===== src/rtl/mem_port_arbiter.sv =====
// -----------------------------------------------------------------------------
// mem_port_arbiter
//   Shares one AXI-lite-style memory port between two requesters:
//   m0 (sort controller read/write path) and m1 (host preload/readback).
//   One transaction is in flight at a time. Grants are round-robin when both
//   requesters ask in the same cycle. Reads run AR then R; writes run AW and W
//   together, then B. The owner sees a one-cycle ack when its fields are
//   latched and a one-cycle done when read data / response are valid.
//
// Ports
//   clk, rst                       clock, asynchronous active-high reset
//   m{0,1}_req/_we/_addr/_wdata    request side, held stable until ack
//   m{0,1}_ack/_done               one-cycle pulses to the requester
//   m{0,1}_rdata/_resp             result registers, held until next completion
//   ar_*, r_*                      read address / read data channels
//   aw_*, w_*, b_*                 write address / write data / response channels
// -----------------------------------------------------------------------------
module mem_port_arbiter #(
   parameter int ADDR_WDTH = 4,
   parameter int DATA_WDTH = 32,
   parameter int RESP_WDTH = 1
) (
   input  logic                 clk,
   input  logic                 rst,
   input  logic                 m0_req,
   input  logic                 m0_we,
   input  logic [ADDR_WDTH-1:0] m0_addr,
   input  logic [DATA_WDTH-1:0] m0_wdata,
   output logic                 m0_ack,
   output logic                 m0_done,
   output logic [DATA_WDTH-1:0] m0_rdata,
   output logic [RESP_WDTH-1:0] m0_resp,
   input  logic                 m1_req,
   input  logic                 m1_we,
   input  logic [ADDR_WDTH-1:0] m1_addr,
   input  logic [DATA_WDTH-1:0] m1_wdata,
   output logic                 m1_ack,
   output logic                 m1_done,
   output logic [DATA_WDTH-1:0] m1_rdata,
   output logic [RESP_WDTH-1:0] m1_resp,
   output logic                 ar_valid,
   input  logic                 ar_ready,
   output logic [ADDR_WDTH-1:0] ar_addr,
   input  logic                 r_valid,
   output logic                 r_ready,
   input  logic [DATA_WDTH-1:0] r_data,
   input  logic [RESP_WDTH-1:0] r_resp,
   output logic                 aw_valid,
   input  logic                 aw_ready,
   output logic [ADDR_WDTH-1:0] aw_addr,
   output logic                 w_valid,
   input  logic                 w_ready,
   output logic [DATA_WDTH-1:0] w_data,
   input  logic                 b_valid,
   output logic                 b_ready,
   input  logic [RESP_WDTH-1:0] b_resp
);

   localparam logic [2:0] S_IDLE  = 3'd0;
   localparam logic [2:0] S_RD_A  = 3'd1;
   localparam logic [2:0] S_RD_D  = 3'd2;
   localparam logic [2:0] S_WR_AW = 3'd3;
   localparam logic [2:0] S_WR_B  = 3'd4;
   localparam logic [2:0] S_DONE  = 3'd5;

   logic [2:0]           state_q, state_d;
   logic                 owner_q, owner_d;
   logic                 we_q, we_d;
   logic [ADDR_WDTH-1:0] addr_q, addr_d;
   logic [DATA_WDTH-1:0] wdata_q, wdata_d;
   logic                 last_grant_q, last_grant_d;
   logic                 aw_done_q, aw_done_d;
   logic                 w_done_q, w_done_d;
   logic [DATA_WDTH-1:0] xfer_data_q, xfer_data_d;
   logic [RESP_WDTH-1:0] xfer_resp_q, xfer_resp_d;

   logic                 grant_vld;
   logic                 grant;
   logic                 sel_we;
   logic [ADDR_WDTH-1:0] sel_addr;
   logic [DATA_WDTH-1:0] sel_wdata;
   logic                 aw_hs;
   logic                 w_hs;

   logic [1:0]           ack_w;
   logic [1:0]           done_w;
   logic [DATA_WDTH-1:0] rdata_w [2];
   logic [RESP_WDTH-1:0] resp_w  [2];

   // Round robin: on a tie, the requester that did not win last time goes first.
   always_comb begin
      grant_vld = (state_q == S_IDLE) && (m0_req || m1_req);
      if (m0_req && m1_req) begin
         grant = ~last_grant_q;
      end else begin
         grant = m1_req;
      end
      sel_we    = grant ? m1_we    : m0_we;
      sel_addr  = grant ? m1_addr  : m0_addr;
      sel_wdata = grant ? m1_wdata : m0_wdata;
   end

   // Channel outputs are decoded from registered state, so they drop the
   // moment rst is asserted.
   assign ar_valid = (state_q == S_RD_A);
   assign ar_addr  = addr_q;
   assign r_ready  = (state_q == S_RD_D);
   assign aw_valid = (state_q == S_WR_AW) && !aw_done_q;
   assign aw_addr  = addr_q;
   assign w_valid  = (state_q == S_WR_AW) && !w_done_q;
   assign w_data   = wdata_q;
   assign b_ready  = (state_q == S_WR_B);

   assign aw_hs = aw_valid && aw_ready;
   assign w_hs  = w_valid && w_ready;

   always_comb begin
      state_d      = state_q;
      owner_d      = owner_q;
      we_d         = we_q;
      addr_d       = addr_q;
      wdata_d      = wdata_q;
      last_grant_d = last_grant_q;
      aw_done_d    = aw_done_q;
      w_done_d     = w_done_q;
      xfer_data_d  = xfer_data_q;
      xfer_resp_d  = xfer_resp_q;
      case (state_q)
         S_IDLE: begin
            if (grant_vld) begin
               owner_d      = grant;
               last_grant_d = grant;
               we_d         = sel_we;
               addr_d       = sel_addr;
               wdata_d      = sel_wdata;
               state_d      = sel_we ? S_WR_AW : S_RD_A;
            end
         end
         S_RD_A: begin
            if (ar_ready) state_d = S_RD_D;
         end
         S_RD_D: begin
            if (r_valid) begin
               xfer_data_d = r_data;
               xfer_resp_d = r_resp;
               state_d     = S_DONE;
            end
         end
         S_WR_AW: begin
            // AW and W complete independently, in either order or together.
            if (aw_hs) aw_done_d = 1'b1;
            if (w_hs)  w_done_d  = 1'b1;
            if ((aw_done_q || aw_hs) && (w_done_q || w_hs)) begin
               aw_done_d = 1'b0;
               w_done_d  = 1'b0;
               state_d   = S_WR_B;
            end
         end
         S_WR_B: begin
            if (b_valid) begin
               xfer_resp_d = b_resp;
               state_d     = S_DONE;
            end
         end
         S_DONE:  state_d = S_IDLE;
         default: state_d = S_IDLE;
      endcase
   end

   always_ff @(posedge clk or posedge rst) begin
      if (rst) begin
         state_q      <= S_IDLE;
         owner_q      <= 1'b0;
         we_q         <= 1'b0;
         addr_q       <= '0;
         wdata_q      <= '0;
         last_grant_q <= 1'b1;
         aw_done_q    <= 1'b0;
         w_done_q     <= 1'b0;
         xfer_data_q  <= '0;
         xfer_resp_q  <= '0;
      end else begin
         state_q      <= state_d;
         owner_q      <= owner_d;
         we_q         <= we_d;
         addr_q       <= addr_d;
         wdata_q      <= wdata_d;
         last_grant_q <= last_grant_d;
         aw_done_q    <= aw_done_d;
         w_done_q     <= w_done_d;
         xfer_data_q  <= xfer_data_d;
         xfer_resp_q  <= xfer_resp_d;
      end
   end

   // Per-requester result registers and pulses. Results are published in the
   // cycle after DONE together with the done pulse; writes keep old rdata.
   for (genvar gi = 0; gi < 2; gi++) begin : gen_port
      localparam logic PORT = 1'(gi);
      logic                 ack_q, ack_d;
      logic                 done_q, done_d;
      logic [DATA_WDTH-1:0] rdata_q, rdata_d;
      logic [RESP_WDTH-1:0] resp_q, resp_d;

      always_comb begin
         ack_d   = grant_vld && (grant == PORT);
         done_d  = (state_q == S_DONE) && (owner_q == PORT);
         rdata_d = rdata_q;
         resp_d  = resp_q;
         if (done_d) begin
            resp_d = xfer_resp_q;
            if (!we_q) rdata_d = xfer_data_q;
         end
      end

      always_ff @(posedge clk or posedge rst) begin
         if (rst) begin
            ack_q   <= 1'b0;
            done_q  <= 1'b0;
            rdata_q <= '0;
            resp_q  <= '0;
         end else begin
            ack_q   <= ack_d;
            done_q  <= done_d;
            rdata_q <= rdata_d;
            resp_q  <= resp_d;
         end
      end

      assign ack_w[gi]   = ack_q;
      assign done_w[gi]  = done_q;
      assign rdata_w[gi] = rdata_q;
      assign resp_w[gi]  = resp_q;
   end

   assign m0_ack   = ack_w[0];
   assign m1_ack   = ack_w[1];
   assign m0_done  = done_w[0];
   assign m1_done  = done_w[1];
   assign m0_rdata = rdata_w[0];
   assign m1_rdata = rdata_w[1];
   assign m0_resp  = resp_w[0];
   assign m1_resp  = resp_w[1];

endmodule

===== config.mk =====
export PLATFORM = sky130hd
export DESIGN_NAME = mem_port_arbiter
export DESIGN_NICKNAME = d
export VERILOG_FILES = /design/src/rtl/mem_port_arbiter.sv
export SDC_FILE = /design/constraint.sdc
export NUM_CORES = 1
export LEC_CHECK = 0
export ABC_CLOCK_PERIOD_IN_PS = 15910
export CORE_UTILIZATION = 45
export CTS_CLUSTER_DIAMETER = 200
export DETAILED_ROUTE_END_ITERATION = 16
export GPL_ROUTABILITY_DRIVEN = 0
export HOLD_SLACK_MARGIN = 0.02
export PLACE_DENSITY = 0.82
export REMOVE_ABC_BUFFERS = 1
export SLEW_MARGIN = 15
export SYNTH_ARGS = -nofsm -noshare
export SYNTH_HDL_FRONTEND = slang
export SYNTH_SLANG_ARGS = --single-unit

===== constraint.sdc =====
create_clock -name clk -period 15.91 [get_ports clk]
set_input_delay 4.773 -clock clk [delete_from_list [all_inputs] [get_ports clk]]
set_output_delay 4.773 -clock clk [all_outputs]
set_load 0.005 [all_outputs]

# After elaboration in Yosys (flattened, before gate mapping)
# Cells that the tools add are included.
# classes
reduce_logical	28
n_addsub	0
n_mux	18
div	0
n_lt_le_gt_ge	0
bitwise	4
eq_ne	10
n_mul	0
shifts	0
# ops
cell	count
32-bit 2-to-1 mux	1
3-bit 2-to-1 mux	5
3-bit case mux with 5 select lines	1
2-bit AND reduction	6
1-bit logical AND	11
1-bit 2-to-1 mux	8
3-bit by 2-bit equality test with 1-bit output (second input constant)	2
3-bit equality test (second input constant)	2
2-bit inequality test (second input constant)	3
2-bit nonzero test	3
5-bit AND reduction	1
4-bit 2-to-1 mux	1
2-bit by 1-bit inequality test with 1-bit output (second input constant)	2
1-bit inverter	4
3-bit by 1-bit equality test with 1-bit output (second input constant)	1
3-bit logical NOT	1
1-bit logical OR	3
3-bit AND reduction	1
1-bit logical NOT	2
2-bit 2-to-1 mux	1
1-bit case mux with 2 select lines	1
# word_totals
latch_bits	0
output_inout_bits	115
elab_cells	78
mem_count	0
input_bits	117
reg_bits	147
mem_bits_ro	0
ramBits	0

# Logic depth before layout (Yosys ltp)
# depth
depth_word	7
ltp_mapped	5
mapped_depth_nobuf	3

# Worst setup path before layout
# OpenSTA, ideal clock, no wires.
# synth_path
path_kind	input-to-reg
startpoint	in m1_req
endpoint	reg state_q[1]
n_path_buf	2
path_slack_ns	9.951
setup_ns	0.101
cell_stages	5
required_time_ns	15.809
t_arrival_ns	5.859
cell_sequence	a21boi_0 -> clkbuf_1 -> buf_2 -> mux2_2 -> o32ai_1
# synth_via
elab_chain_len	6
word_cells_on_any_way	10
classes_between	eq/ne (1); mux (5); reduce/logical (4)
# synth_lines
item	line_no	text
start, declared	33	input logic m1_req,
1-bit logical AND	93	if (m0_req && m1_req) begin
1-bit 2-to-1 mux	93	
1-bit 2-to-1 mux	98	sel_we = grant ? m1_we : m0_we;
2-bit 2-to-1 mux	136	state_d = sel_we ? S_WR_AW : S_RD_A;
3-bit 2-to-1 mux	130	if (grant_vld) begin
3-bit case mux with 5 select lines	128	case (state_q)
end signal, assigned	183	state_q <= state_d;
end, declared	66	logic [2:0] state_q, state_d;
# Parallel ways exist; a longest one is shown, timed or not. The select of a mux whose other input is x is not followed.
# A chain may end at the register's enable or synchronous reset.

# Final worst setup path
# layout_path
startpoint	reg state_q[0]
endpoint	out aw_valid
# layout_via
elab_chain_len	2
# layout_lines
item	line_no	text
3-bit by 2-bit equality test with 1-bit output	108	assign aw_valid = (state_q == S_WR_AW) && !aw_done_q;
1-bit logical AND	108	
end, declared	48	output logic aw_valid,
# No other way between the ends.

==> flow_summary.toml <==
[sta]
period_minus_slack_ns = 7.02
grt_setup_unrepaired = "false"
slew_headroom_pct = 41.2
setup_viol = 0
clock-skew-final_ns = 0.00904
tightestPinTransition_ns = 0.882
slew_violations = 0
hold_viol_final = 0
period_share_pct = 44.1
fmax_mhz = 142
layout_setup_ws_ns = 8.89
final.setup.tns_ns = 0

[floorplan]
coreArea_sq_mm = 0.0127
initial_core_util_pct = 46.5
rows = 41
die_w_microns = 117
fp.dieH_microns = 117
ios = 232
dieArea_sq_mm = 0.0136

[setup_path]
cpMaxStageDelayCell = "dfrtp_1"
reg2reg_from = "state_q[0]"
reg2reg_depth = 5
setup.worst_path.start = "state_q[0]"
worstReg2RegEnd = "w_data[3]"
cp.depth = 4
critPathMaxStageDelay_ns = 0.70
crit_fanout = 17
end_kind = "primary output"
arrival_ns = 2.25
r2r_slack_ns = 13.60
cp.required_ns = 11.14
crit_chain = "nand2b_1 -> or2_2 -> nor2_1 -> clkdlybuf4s50_1"
cp_top_family = "flip-flops"
cp-endpoint = "aw_valid"
setup.worst_path.start_class = "flop"
worstSetupPathType = "reg -> out"
path_buf_inv = 1

[synth]
ys_ff_latch = 147
synthCells = 411
syn_area_per_cell_sq_um = 14.4
synth_area_sq_mm = 0.00592
yosysUniqueCellTypes = 34
synth_warnings = 0
yosysSeqAreaShare_pct = 62.2

[route]
via_per_inst = 5.33
num_vias = 4368
drt_wl_total_microns = 15000
ant_nets = 0
drtPass1Iterations = 4
drcViolationCount = 0
routed_wire_length_per_instance_microns = 18.4
dr.first_iter.drc_count = 193

[grt]
gr-total-overflow = 0
grt_pass1_vias = 4565
grt.total_usage_pct = 22.7
grt_max_degree = 75
antenna_found_initial = 0
grt_pass1_wl_microns = 23000

[status]
status = "finished clean"

[job]
drv_cap = 0

[finish]
design_area_sq_mm = 0.00898
final_cell_mix = "clkdlybuf4s50_1 (231), dfrtp_1 (146), mux2_2 (92)"
area_growth_pct = 51.7
num-nets-final = 751
drive_above_1_share_pct = 21.8
num_antenna_cells = 0
final_util_pct = 70.6
layout_commonest_cell = "clkdlybuf4s50_1"

[cts]
htreeDepth = 4
cts-hold-fix-buffers = 0
path_clk_slew_ns = 0.05
cts_made_buffers = 17
ctsRootBufferMaster = "clkbuf_16"
cts_tree = "built"
cts.repair.resized = 0
clk_latency_ns = 0.42
cts_max_path_buffers = 2
clock-sinks = 147
postCtsSetupBuffers = 0

[min_path]
hold_class = "reg -> reg"
holdCritStartpoint = "m1_rdata[7]"

[placed_design]
dp_hpwl_microns = 10700
place_ws_ns = 9.00
place_area_sq_mm = 0.00835
portBuffers = 231

[power]
p_leak_uw = 0.00404
power.density_mw_per_mm2 = 187
vdd_ir_drop_max_v = 0.000102
power_uw = 1680
[registers in the layout (all words and copies together), names as in the netlist]
name,count
m0_rdata,32
m1_rdata,32
w_data,32
xfer_data_q,32
ar_addr,4
state_q,3
aw_done_q,1
last_grant_q,1
m0_ack,1
m0_done,1
m0_resp,1
m1_ack,1
m1_done,1
m1_resp,1
owner_q,1
w_done_q,1
we_q,1
xfer_resp_q,1
[kinds of logic after synthesis]
| logic type | count (synthesis) | share of synthesized area [%] |
|---|---|---|
| AO/OA/AOI/OAI | 56 | 8.37 |
| buffers and inverters | 37 | 3.32 |
| flip-flops | 147 | 62.2 |
| multiplexers | 100 | 19.0 |
| AND/OR/NAND/NOR | 71 | 7.12 |
[where the power goes]
group,total (uW),leakage (uW),switching [uW],internal (uW)
registers,667,0.00187,123,544
clock network,411,0.000305,145,266
logic,602,0.00187,202,400
total,1680,0.00404,469,1210
[Yosys cell counts]
cell type  instances  share of area (%)
o22ai_1            1               0.11
nand2_1            1              0.063
a21oi_1            7               0.59
mux2i_1            1               0.17
mux2_1             7                1.3
a31oi_1            1               0.11
dfrtp_1          146                 62
mux2_2            92                 18
clkbuf_1          11               0.70
o32ai_1            1               0.15
buf_4              4               0.51
inv_1              3               0.19
nand3b_2           1               0.19
nand2b_1           5               0.53
a21o_1             2               0.25
dfstp_2            1               0.44
a221o_1           36                6.1
o221a_2            1               0.19
nor3_1             2               0.17
nor3_2             1               0.17
or3_1              2               0.21
and3_1            37                3.9
a21boi_0           1               0.13
o21bai_1           1               0.13
buf_6              3               0.57
o211ai_1           3               0.38
or2_2              3               0.32
nand3b_1           2               0.25
nor4bb_1           1               0.17
buf_2             16                1.4
and3b_1            1               0.15
and2_1             1               0.11
nor2_1            14               0.89
o21a_1             2               0.25
[worst min path at each step]
stage                      end  cells past startpoint
2_1_floorplan  xfer_data_q[19]                      1
3_3_place_gp      m1_rdata[31]                      1
3_5_place_dp      m1_rdata[30]                      1
4_1_cts           m1_rdata[30]                      1
5_1_grt            m1_rdata[7]                      1
6_report           m1_rdata[7]                      1
[per-stage QoR]
step	cells	hold slack (ns)
2_1_floorplan	377	0.471
3_5_place_dp	787	0.492
6_report	819	0.502
4_1_cts	819	0.504
3_3_place_gp	787	0.478
5_1_grt	819	0.519
[final cells by class]
| cell class | instances | area, sq um |
|---|---|---|
| Inverter | 3 | 16.3 |
| Fill cell | 893 | 3740 |
| Clock buffer | 23 | 498 |
| Tap cell | 172 | 215 |
| Multi-Input combinational cell | 227 | 2080 |
| Timing Repair Buffer | 238 | 2360 |
| Clock inverter | 9 | 125 |
| Sequential cell | 147 | 3680 |
[layer usage]
metal / vias to the layer above / GRT usage [%] / wire length (microns)
li1: 1961 / - / -
met1: 2180 / 25.0 / 5680
met2: 196 / 39.4 / 7660
met3: 31 / 8.61 / 1320
met4: 0 / 9.70 / 391
met5: - / 0 / 0
[worst reg2reg max path: stages (launching register included)]
cell	delay, ns
dfrtp_1	0.58
nor3_2	0.26
buf_4	0.33
nand2_1	0.35
buf_4	0.34
a221o_1	0.34
(Power assumes the default switching activity.)
